[src/rtl/ppl_fetch_ctrl_pkg.sv]
// Shared types and constants for the fetch-stage sequencer.
package ppl_fetch_ctrl_pkg;

  typedef enum logic [1:0] {
    S_BOOT  = 2'd0,
    S_FETCH = 2'd1,
    S_HOLD  = 2'd2
  } fetch_state_t;

  localparam logic [31:0] RESET_PC           = 32'hFFFF_FFFC;
  localparam logic [31:0] EXC_VEC_DEF        = 32'h0000_0180;
  localparam logic [31:0] PC_STEP            = 32'd4;
  localparam int          TIMEOUT_CYCLES_DEF = 16;

  // Sequential successor, wrapping modulo 2^32.
  function automatic logic [31:0] pc_inc(input logic [31:0] pc);
    return pc + PC_STEP;
  endfunction

endpackage

[src/rtl/ppl_fetch_ctrl_if.sv]
// Instruction-memory request/response port between the fetch sequencer and imem.
interface ppl_fetch_ctrl_if;
  logic        imem_req;
  logic [31:0] imem_addr;
  logic        imem_ack;
  logic [31:0] imem_rdata;

  modport master (output imem_req, output imem_addr, input imem_ack, input imem_rdata);
  modport slave  (input imem_req, input imem_addr, output imem_ack, output imem_rdata);
endinterface

[src/rtl/ppl_fetch_ctrl_buf.sv]
// One-entry {inst, pc} hold buffer used while decode stalls; clear wins over load.
module ppl_fetch_buf
  import ppl_fetch_ctrl_pkg::*;
(
  input  logic        clk,
  input  logic        reset,
  input  logic        load,
  input  logic        clear,
  input  logic [31:0] inst_in,
  input  logic [31:0] pc_in,
  output logic        valid,
  output logic [31:0] inst,
  output logic [31:0] pc
);

  logic        valid_reg;
  logic [31:0] inst_reg;
  logic [31:0] pc_reg;

  always_ff @(posedge clk or negedge reset) begin
    if (!reset) begin
      valid_reg <= 1'b0;
      inst_reg  <= '0;
      pc_reg    <= '0;
    end else if (clear) begin
      valid_reg <= 1'b0;
    end else if (load) begin
      valid_reg <= 1'b1;
      inst_reg  <= inst_in;
      pc_reg    <= pc_in;
    end
  end

  assign valid = valid_reg;
  assign inst  = inst_reg;
  assign pc    = pc_reg;

endmodule

[src/rtl/ppl_fetch_ctrl.sv]
// Fetch-stage sequencer: next-PC select, imem handshake, stall buffering, wrong-path kill.
// Optional imem wait timeout enabled by defining FETCH_TIMEOUT_EN.
module ppl_fetch_ctrl
  import ppl_fetch_ctrl_pkg::*;
#(
  parameter logic [31:0] EXC_VEC = EXC_VEC_DEF
`ifdef FETCH_TIMEOUT_EN
  , parameter int TIMEOUT_CYCLES = TIMEOUT_CYCLES_DEF
`endif
) (
  input  logic                    clk,
  input  logic                    reset,
  input  logic [31:0]             pc_cur,
  output logic [31:0]             pc_next,
  output logic                    pc_continue,
  input  logic                    stall_d,
  input  logic                    redirect_valid,
  input  logic [31:0]             redirect_pc,
  input  logic                    exc_valid,
  ppl_fetch_ctrl_if.master        imem,
  output logic                    if_valid,
  output logic [31:0]             if_inst,
  output logic [31:0]             if_pc,
  output logic                    fetch_fault
);

  fetch_state_t state_reg, state_next;

  logic        pend_valid_reg, pend_valid_next;
  logic        pend_exc_reg, pend_exc_next;
  logic [31:0] pend_pc_reg, pend_pc_next;

  logic        buf_load, buf_clear, buf_valid;
  logic [31:0] buf_inst, buf_pc;

  logic [31:0] pc_next_c;
  logic        pc_cont_c, req_c, if_valid_c;
  logic [31:0] if_inst_c, if_pc_c;

`ifdef FETCH_TIMEOUT_EN
  localparam int CNT_W = $clog2(TIMEOUT_CYCLES + 1);
  logic [CNT_W-1:0] wait_cnt_reg, wait_cnt_next;
  logic             timeout_hit;
  logic             fault_c;
  assign timeout_hit = (wait_cnt_reg == CNT_W'(TIMEOUT_CYCLES));
`endif

  ppl_fetch_buf u_buf (
    .clk     (clk),
    .reset   (reset),
    .load    (buf_load),
    .clear   (buf_clear),
    .inst_in (imem.imem_rdata),
    .pc_in   (pc_cur),
    .valid   (buf_valid),
    .inst    (buf_inst),
    .pc      (buf_pc)
  );

  always_ff @(posedge clk or negedge reset) begin
    if (!reset) begin
      state_reg      <= S_BOOT;
      pend_valid_reg <= 1'b0;
      pend_exc_reg   <= 1'b0;
      pend_pc_reg    <= '0;
`ifdef FETCH_TIMEOUT_EN
      wait_cnt_reg   <= '0;
`endif
    end else begin
      state_reg      <= state_next;
      pend_valid_reg <= pend_valid_next;
      pend_exc_reg   <= pend_exc_next;
      pend_pc_reg    <= pend_pc_next;
`ifdef FETCH_TIMEOUT_EN
      wait_cnt_reg   <= wait_cnt_next;
`endif
    end
  end

  always_comb begin
    state_next      = state_reg;
    pend_valid_next = pend_valid_reg;
    pend_exc_next   = pend_exc_reg;
    pend_pc_next    = pend_pc_reg;
    pc_next_c       = pc_cur;
    pc_cont_c       = 1'b0;
    req_c           = 1'b0;
    if_valid_c      = 1'b0;
    if_inst_c       = '0;
    if_pc_c         = '0;
    buf_load        = 1'b0;
    buf_clear       = 1'b0;
`ifdef FETCH_TIMEOUT_EN
    wait_cnt_next   = '0;
    fault_c         = 1'b0;
`endif

    unique case (state_reg)
      S_BOOT: begin
        pc_cont_c  = 1'b1;
        pc_next_c  = pc_inc(pc_cur);
        state_next = S_FETCH;
      end

      S_FETCH: begin
        req_c = 1'b1;
`ifdef FETCH_TIMEOUT_EN
        if (timeout_hit) begin
          // Abort the stuck access and vector to the fault handler.
          req_c           = 1'b0;
          fault_c         = 1'b1;
          pc_cont_c       = 1'b1;
          pc_next_c       = EXC_VEC;
          pend_valid_next = 1'b0;
          pend_exc_next   = 1'b0;
        end else
`endif
        if (!imem.imem_ack) begin
`ifdef FETCH_TIMEOUT_EN
          wait_cnt_next = wait_cnt_reg + 1'b1;
`endif
          // Remember the target so the in-flight word is killed on ack.
          if (exc_valid) begin
            pend_valid_next = 1'b1;
            pend_exc_next   = 1'b1;
            pend_pc_next    = EXC_VEC;
          end else if (redirect_valid && !pend_exc_reg) begin
            pend_valid_next = 1'b1;
            pend_exc_next   = 1'b0;
            pend_pc_next    = redirect_pc;
          end
        end else if (pend_valid_reg || redirect_valid || exc_valid) begin
          pc_cont_c       = 1'b1;
          pend_valid_next = 1'b0;
          pend_exc_next   = 1'b0;
          if (exc_valid)
            pc_next_c = EXC_VEC;
          else if (redirect_valid && !pend_exc_reg)
            pc_next_c = redirect_pc;
          else
            pc_next_c = pend_pc_reg;
        end else if (!stall_d) begin
          if_valid_c = 1'b1;
          if_inst_c  = imem.imem_rdata;
          if_pc_c    = pc_cur;
          pc_cont_c  = 1'b1;
          pc_next_c  = pc_inc(pc_cur);
        end else begin
          buf_load   = 1'b1;
          state_next = S_HOLD;
        end
      end

      S_HOLD: begin
        if_valid_c = buf_valid;
        if_inst_c  = buf_inst;
        if_pc_c    = buf_pc;
        if (exc_valid || redirect_valid) begin
          if_valid_c = 1'b0;
          if_inst_c  = '0;
          if_pc_c    = '0;
          buf_clear  = 1'b1;
          pc_cont_c  = 1'b1;
          pc_next_c  = exc_valid ? EXC_VEC : redirect_pc;
          state_next = S_FETCH;
        end else if (!stall_d) begin
          buf_clear  = 1'b1;
          pc_cont_c  = 1'b1;
          pc_next_c  = pc_inc(pc_cur);
          state_next = S_FETCH;
        end
      end

      default: state_next = S_BOOT;
    endcase
  end

  // Reset gates every output so imem_req drops without waiting for a clock.
  assign pc_continue    = reset & pc_cont_c;
  assign pc_next        = reset ? pc_next_c : '0;
  assign imem.imem_req  = reset & req_c;
  assign imem.imem_addr = (reset && req_c) ? pc_cur : '0;
  assign if_valid       = reset & if_valid_c;
  assign if_inst        = reset ? if_inst_c : '0;
  assign if_pc          = reset ? if_pc_c : '0;
`ifdef FETCH_TIMEOUT_EN
  assign fetch_fault    = reset & fault_c;
`else
  assign fetch_fault    = 1'b0;
`endif

endmodule
[src/flat_wrapper.sv]
// flat-port wrapper written by rule: the top's interface ports become plain ports
module ppl_fetch_ctrl_flat import ppl_fetch_ctrl_pkg::*;
#(
  parameter logic [31:0] EXC_VEC = EXC_VEC_DEF

)
  (clk, reset, pc_cur, pc_next, pc_continue, stall_d, redirect_valid, redirect_pc, exc_valid, if_valid, if_inst, if_pc, fetch_fault, imem_imem_req, imem_imem_addr, imem_imem_ack, imem_imem_rdata);
  ppl_fetch_ctrl_if imem_i ();
  input  logic clk;
  input  logic reset;
  input  logic [31:0] pc_cur;
  output logic [31:0] pc_next;
  output logic pc_continue;
  input  logic stall_d;
  input  logic redirect_valid;
  input  logic [31:0] redirect_pc;
  input  logic exc_valid;
  output logic if_valid;
  output logic [31:0] if_inst;
  output logic [31:0] if_pc;
  output logic fetch_fault;
  output wire logic [$bits(imem_i.imem_req)-1:0] imem_imem_req;
  output wire logic [$bits(imem_i.imem_addr)-1:0] imem_imem_addr;
  input wire logic [$bits(imem_i.imem_ack)-1:0] imem_imem_ack;
  input wire logic [$bits(imem_i.imem_rdata)-1:0] imem_imem_rdata;
  assign imem_imem_req = imem_i.imem_req;
  assign imem_imem_addr = imem_i.imem_addr;
  assign imem_i.imem_ack = imem_imem_ack;
  assign imem_i.imem_rdata = imem_imem_rdata;
  ppl_fetch_ctrl #(.EXC_VEC(EXC_VEC)) u_core (.clk(clk), .reset(reset), .pc_cur(pc_cur), .pc_next(pc_next), .pc_continue(pc_continue), .stall_d(stall_d), .redirect_valid(redirect_valid), .redirect_pc(redirect_pc), .exc_valid(exc_valid), .imem(imem_i), .if_valid(if_valid), .if_inst(if_inst), .if_pc(if_pc), .fetch_fault(fetch_fault));
endmodule
[config.mk]
export PLATFORM = sky130hd
export DESIGN_NAME = ppl_fetch_ctrl_flat
export DESIGN_NICKNAME = d
export VERILOG_FILES = /design/src/rtl/ppl_fetch_ctrl_pkg.sv /design/src/rtl/ppl_fetch_ctrl_if.sv /design/src/rtl/ppl_fetch_ctrl_buf.sv /design/src/rtl/ppl_fetch_ctrl.sv /design/src/flat_wrapper.sv
export SDC_FILE = /design/constraint.sdc
export NUM_CORES = 1
export LEC_CHECK = 0
export BUFFER_PORTS_ARGS = -buffer_cell sky130_fd_sc_hd__buf_4
export CAP_MARGIN = 20
export CORE_UTILIZATION = 55
export CTS_CLUSTER_DIAMETER = 40
export DETAILED_ROUTE_END_ITERATION = 7
export GPL_ROUTABILITY_DRIVEN = 1
export HOLD_SLACK_MARGIN = 0.1
export PLACE_DENSITY = 0.84
export REMOVE_ABC_BUFFERS = 1
export SLEW_MARGIN = 20
export SYNTH_ARGS = -nofsm -noshare
export SYNTH_HDL_FRONTEND = slang
export SYNTH_SLANG_ARGS = --single-unit
[constraint.sdc]
create_clock -name clk -period 3.7 [get_ports clk]
set_input_delay 0 -clock clk [delete_from_list [all_inputs] [get_ports clk]]
set_output_delay 0 -clock clk [all_outputs]
set_load 0.1 [all_outputs]
# == Yosys cells after proc, flatten, opt, wreduce, memory -nomap -nowiden ==
# Index checks and enable logic that the tools add are counted.
# word_totals
reg_bits,101
out_inout_bits,132
wordCells,85
# op_classes
n_addsub,1
eq_ne,7
mux,52
n_bitwise,5
n_reduce_logical,13
# ops
op,count
$mux 32,19
$pmux 32 s2,2
$pmux 32 s3,1
$add 32x3->32 const B,1
$mux 1,22
$mux 2,5
$ne 2x2->1 const B,3
$pmux 2 s3,1
$reduce_and 2->1,2
$reduce_and 4->1,1
$and 1x1->1,3
$logic_or 1x1->1,3
$ne 3x2->1 const B,1
$pmux 1 s3,1
$reduce_and 3->1,1
$reduce_bool 3->1,1
$eq 2x1->1 const B,1
$eq 2x2->1 const B,1
$logic_and 1x1->1,2
$logic_not 2->1,1
$ne 2x1->1 const B,1
$not 1->1,2
$pmux 1 s2,1
$reduce_bool 2->1,1
$logic_not 1->1,1

# == Longest topological paths before layout ==
# depth
depth_word,8
mapped_depth,10

# == Modules after synthesis ==
# Synthesis repeated with hierarchy kept, for this count alone.
# unflattened
hier_cells,1015
area_unflattened_um2,8572.0
# by_module_without_submodules
module,instances,cells_each,area_each_um2,seq_area_each_um2
ppl_fetch_ctrl,1,876,5838.1,900.9
ppl_fetch_buf,1,139,2733.9,1626.6

# == Least setup slack after synthesis ==
# No wires, ideal clock.
# synth_timing
kind,register -> output
from,register u_core.state_reg[0]
to,output port pc_next[20]
arrival_ns,4.987
required_time_ns,3.700
setup_slack_ns,-1.287
stages_incl_launch_ff,7
path_buffers,2
cell_sequence,dfrtp_1 -> ha_1 -> clkbuf_1 -> nor2b_1 -> clkbuf_1 -> nand2_1 -> o311ai_0
# synth_between
elab_chain_cells,3
# synth_rtl
item,line,text
from (decl),ppl_fetch_ctrl.sv:27,"fetch_state_t state_reg, state_next;"
from (signal assigned),ppl_fetch_ctrl.sv:70,state_reg <= state_next;
$eq 2x2->1 (tied with other cells),ppl_fetch_ctrl.sv:98,unique case (state_reg)
$pmux 32 s3 (*),ppl_fetch_ctrl.sv:98,
$mux 32 (*),ppl_fetch_ctrl.sv:180,assign pc_next = reset ? pc_next_c : '0;
to (decl),flat_wrapper.sv:12,output logic [31:0] pc_next;
# Mark *: on every way between the ends. The rest lies on a longest branch, timed or not.

# == Final worst setup path ==
# layout_timing
from,register u_core.state_reg[1]
to,output port pc_next[22]
# The elaborated chain is that of the path after synthesis.

==> results.json <==
{
  "outcome": "finished with violations",
  "violations": "DRC",
  "ys_types": 73,
  "cts-resized-gates": 0,
  "io_pins": 234,
  "ir_worst_vdd_uv": 558,
  "reg2reg_from": "u_core.state_reg[1]",
  "layout_min_cycle_time_ns": 3.30,
  "grt_pass1_vias": 9804,
  "initial_utilization_pct": 57.0,
  "hold_buffers": 95,
  "wl_um": 33600,
  "rr_worst_depth": 8,
  "synth-main-ff-cell": "dfrtp_1",
  "required_ns": 3.70,
  "die_w_um": 125,
  "track_usage_pct": 42.4,
  "syn_area_um2": 8380,
  "dpl.hpwl_um": 22000,
  "max_stage_delay_ns": 0.79,
  "coreArea_um2": 14700,
  "max_cap_violations": 0,
  "relSlewSlack_pct": 28.0,
  "grt_antenna_before_repair": 0,
  "arrival_ns": 3.30,
  "die_y_um": 125,
  "clk_pin_slew_ns": 0.08,
  "fp.dieArea_um2": 15700,
  "fmax_ghz": 0.303,
  "insertion_delay_ns": 0.36,
  "crit_path_start_kind": "register",
  "nets": 1428,
  "grt_setup_unrepaired": "false",
  "postCtsSetupBuffers": 0,
  "period_share_pct": 89.2,
  "reg2reg_slack_ns": 0.88,
  "crit_buf_inv": 4,
  "crit_cells": 10,
  "routedWlPerCell_um": 22.3,
  "end_kind": "output port",
  "gr-total-overflow": 0,
  "fin_cells": 1509,
  "ys_seq_area_share_pct": 30.2,
  "p_leak_nw": 5.10,
  "min_from": "exc_valid",
  "multi_input_area_um2": 5340,
  "avgSynthCellArea_um2": 7.88,
  "power_density_nw_per_um2": 665,
  "numCtsBuffers": 9,
  "dp_cells": 1398,
  "post-route-drc-count": 16,
  "hold_path_depth": 2,
  "clock_skew_ns": 0.00911,
  "cp_slowest_cell": "o21ai_0",
  "drive_gt1_share_pct": 27.1,
  "layout_common_cells": "260 x buf_4, 113 x nor2_1, 112 x nand2_1, 101 x dfrtp_1, 95 x dlygate4sd3_1",
  "yosys_warnings": 0,
  "drt_iter0_markers": 1396,
  "insertedDiodeCount": 0,
  "synth-edff-count": 0,
  "finalSetupViolCount": 0,
  "crit_family": "compound AO/OA/AOI/OAI gates",
  "cts_sinks": 101,
  "final_antenna_net_count": 0,
  "grt_pass1_wl_um": 52500,
  "routabilityCongestion": 1.03,
  "area_growth_pct": 36.3,
  "hold-path-endpoint": "u_core.pend_pc_reg[30]",
  "max-clock-path-buffers": 2,
  "nFillCells": 1072,
  "via_per_inst": 6.83,
  "firstDrtPassIters": 8,
  "syn_inst": 1063,
  "floorplan.rows": 44,
  "h-tree-depth": 3,
  "numPortBuffers": 232,
  "cts_root_buf": "clkbuf_16",
  "setup.worst_path.class": "reg2out",
  "worstMarginPinSlew_ns": 1.07,
  "mostFrequentLayoutCell": "buf_4",
  "regArea_um2": 2530,
  "reg2reg_to": "u_core.u_buf.inst[21]",
  "vias": 10300,
  "cp_max_fo": 38,
  "slew_viol_final": 0,
  "whs_ns": 0.138,
  "hold_viol": 0,
  "cts_tree": "built",
  "worstPathCellList": "inv_1, ha_1, buf_4, inv_1, nor2_1, o21ai_0, o211ai_1, nand3_1, o311ai_0, buf_4",
  "min_path_type": "in2reg",
  "ys_ff_latch": 101,
  "ys_async_sr_fraction_pct": 100,
  "grt_max_degree": 65
}
power by group:
group	internal, W	total [W]	switching [W]
Combinational	0.00135	0.00459	0.00324
Sequential	0.00160	0.00194	0.000344
Clock	0.000565	0.00106	0.000498
cells in the mapped netlist (13+ instances only):
cell type  instances  area share, %
dfrtp_1          101             30
xnor2_1           13            1.4
a31oi_1           13           0.97
o21ai_0           81            4.8
and3_1            36            2.7
mux2_2            66            8.9
a21oi_1           50            3.0
nand2_1          114            5.1
inv_1             16           0.72
nand4_1           16            1.2
mux2i_1           19            2.3
nor2_1           114            5.1
nand3_1           21            1.3
nor4_1            14            1.0
buf_2             29            1.7
a22oi_1           87            7.8
clkbuf_1          75            3.4
nor3_1            22            1.3
routing by layer:
| metal | vias to the layer above | GRT usage, % | routed length, um | part of all wire [%] |
|---|---|---|---|---|
| met3 | 160 | 8.47 | 3610 | 11 |
| li1 | 4452 | - | - | - |
| met4 | 0 | 21.7 | 1820 | 5.4 |
| met1 | 4902 | 53.6 | 12600 | 37 |
| met5 | - | 0 | 0 | 0 |
| met2 | 797 | 68.8 | 15600 | 46 |
per-stage QoR:
step	worst slack [ns]	setup TNS (ns)	power [W]	instance area (um2)	util, %
finish	0.401	0	0.00760	11400	77.7
global route	0.163	0	0.00791	11400	77.7
CTS	0.490	0	0.00748	11400	77.7
detailed placement	0.939	0	0.00634	10100	69.0
global placement	0.931	0	0.00625	10100	69.0
floorplan	-4.12	-288.03	0.00510	7920	-
final cells by class:
cell class / instances / share of cell area [%]
Clock buffer: 10 / 2.09
Inverter: 17 / 0.559
Clock inverter: 6 / 0.767
Multi-Input combinational cell: 835 / 46.8
Timing Repair Buffer: 356 / 25.6
Sequential cell: 101 / 22.1
Tap cell: 184 / 2.02
cells by family after synthesis:
logic type | synth area share (%)
mux | 11.1
other cells | 0.0448
xor+xnor | 2.40
compound gates | 26.4
flops | 30.2
simple gates | 22.7
buf+inv | 6.26
fa+ha+maj | 0.896
worst reg2reg max path, delay by kind of cell, from the launching register on:
kind                     cells  cell delay [ns]
buffers and inverters        3             0.88
AND/OR/NAND/NOR              3             0.67
multiplexers                 1             0.44
flip-flops                   1             0.40
adder cells (fa/ha/maj)      1             0.32
worst max-delay path by stage:
stage,startpoint,endpoint,slack [ns]
2_1_floorplan,u_core.state_reg[1],if_inst[0],-4.12
3_3_place_gp,u_core.state_reg[1],pc_next[22],0.93
3_5_place_dp,u_core.state_reg[1],pc_next[22],0.94
4_1_cts,u_core.state_reg[1],pc_next[22],0.49
5_1_grt,u_core.state_reg[1],pc_next[22],0.16
6_report,u_core.state_reg[1],pc_next[22],0.40
Power figures use the tool's default switching activity.
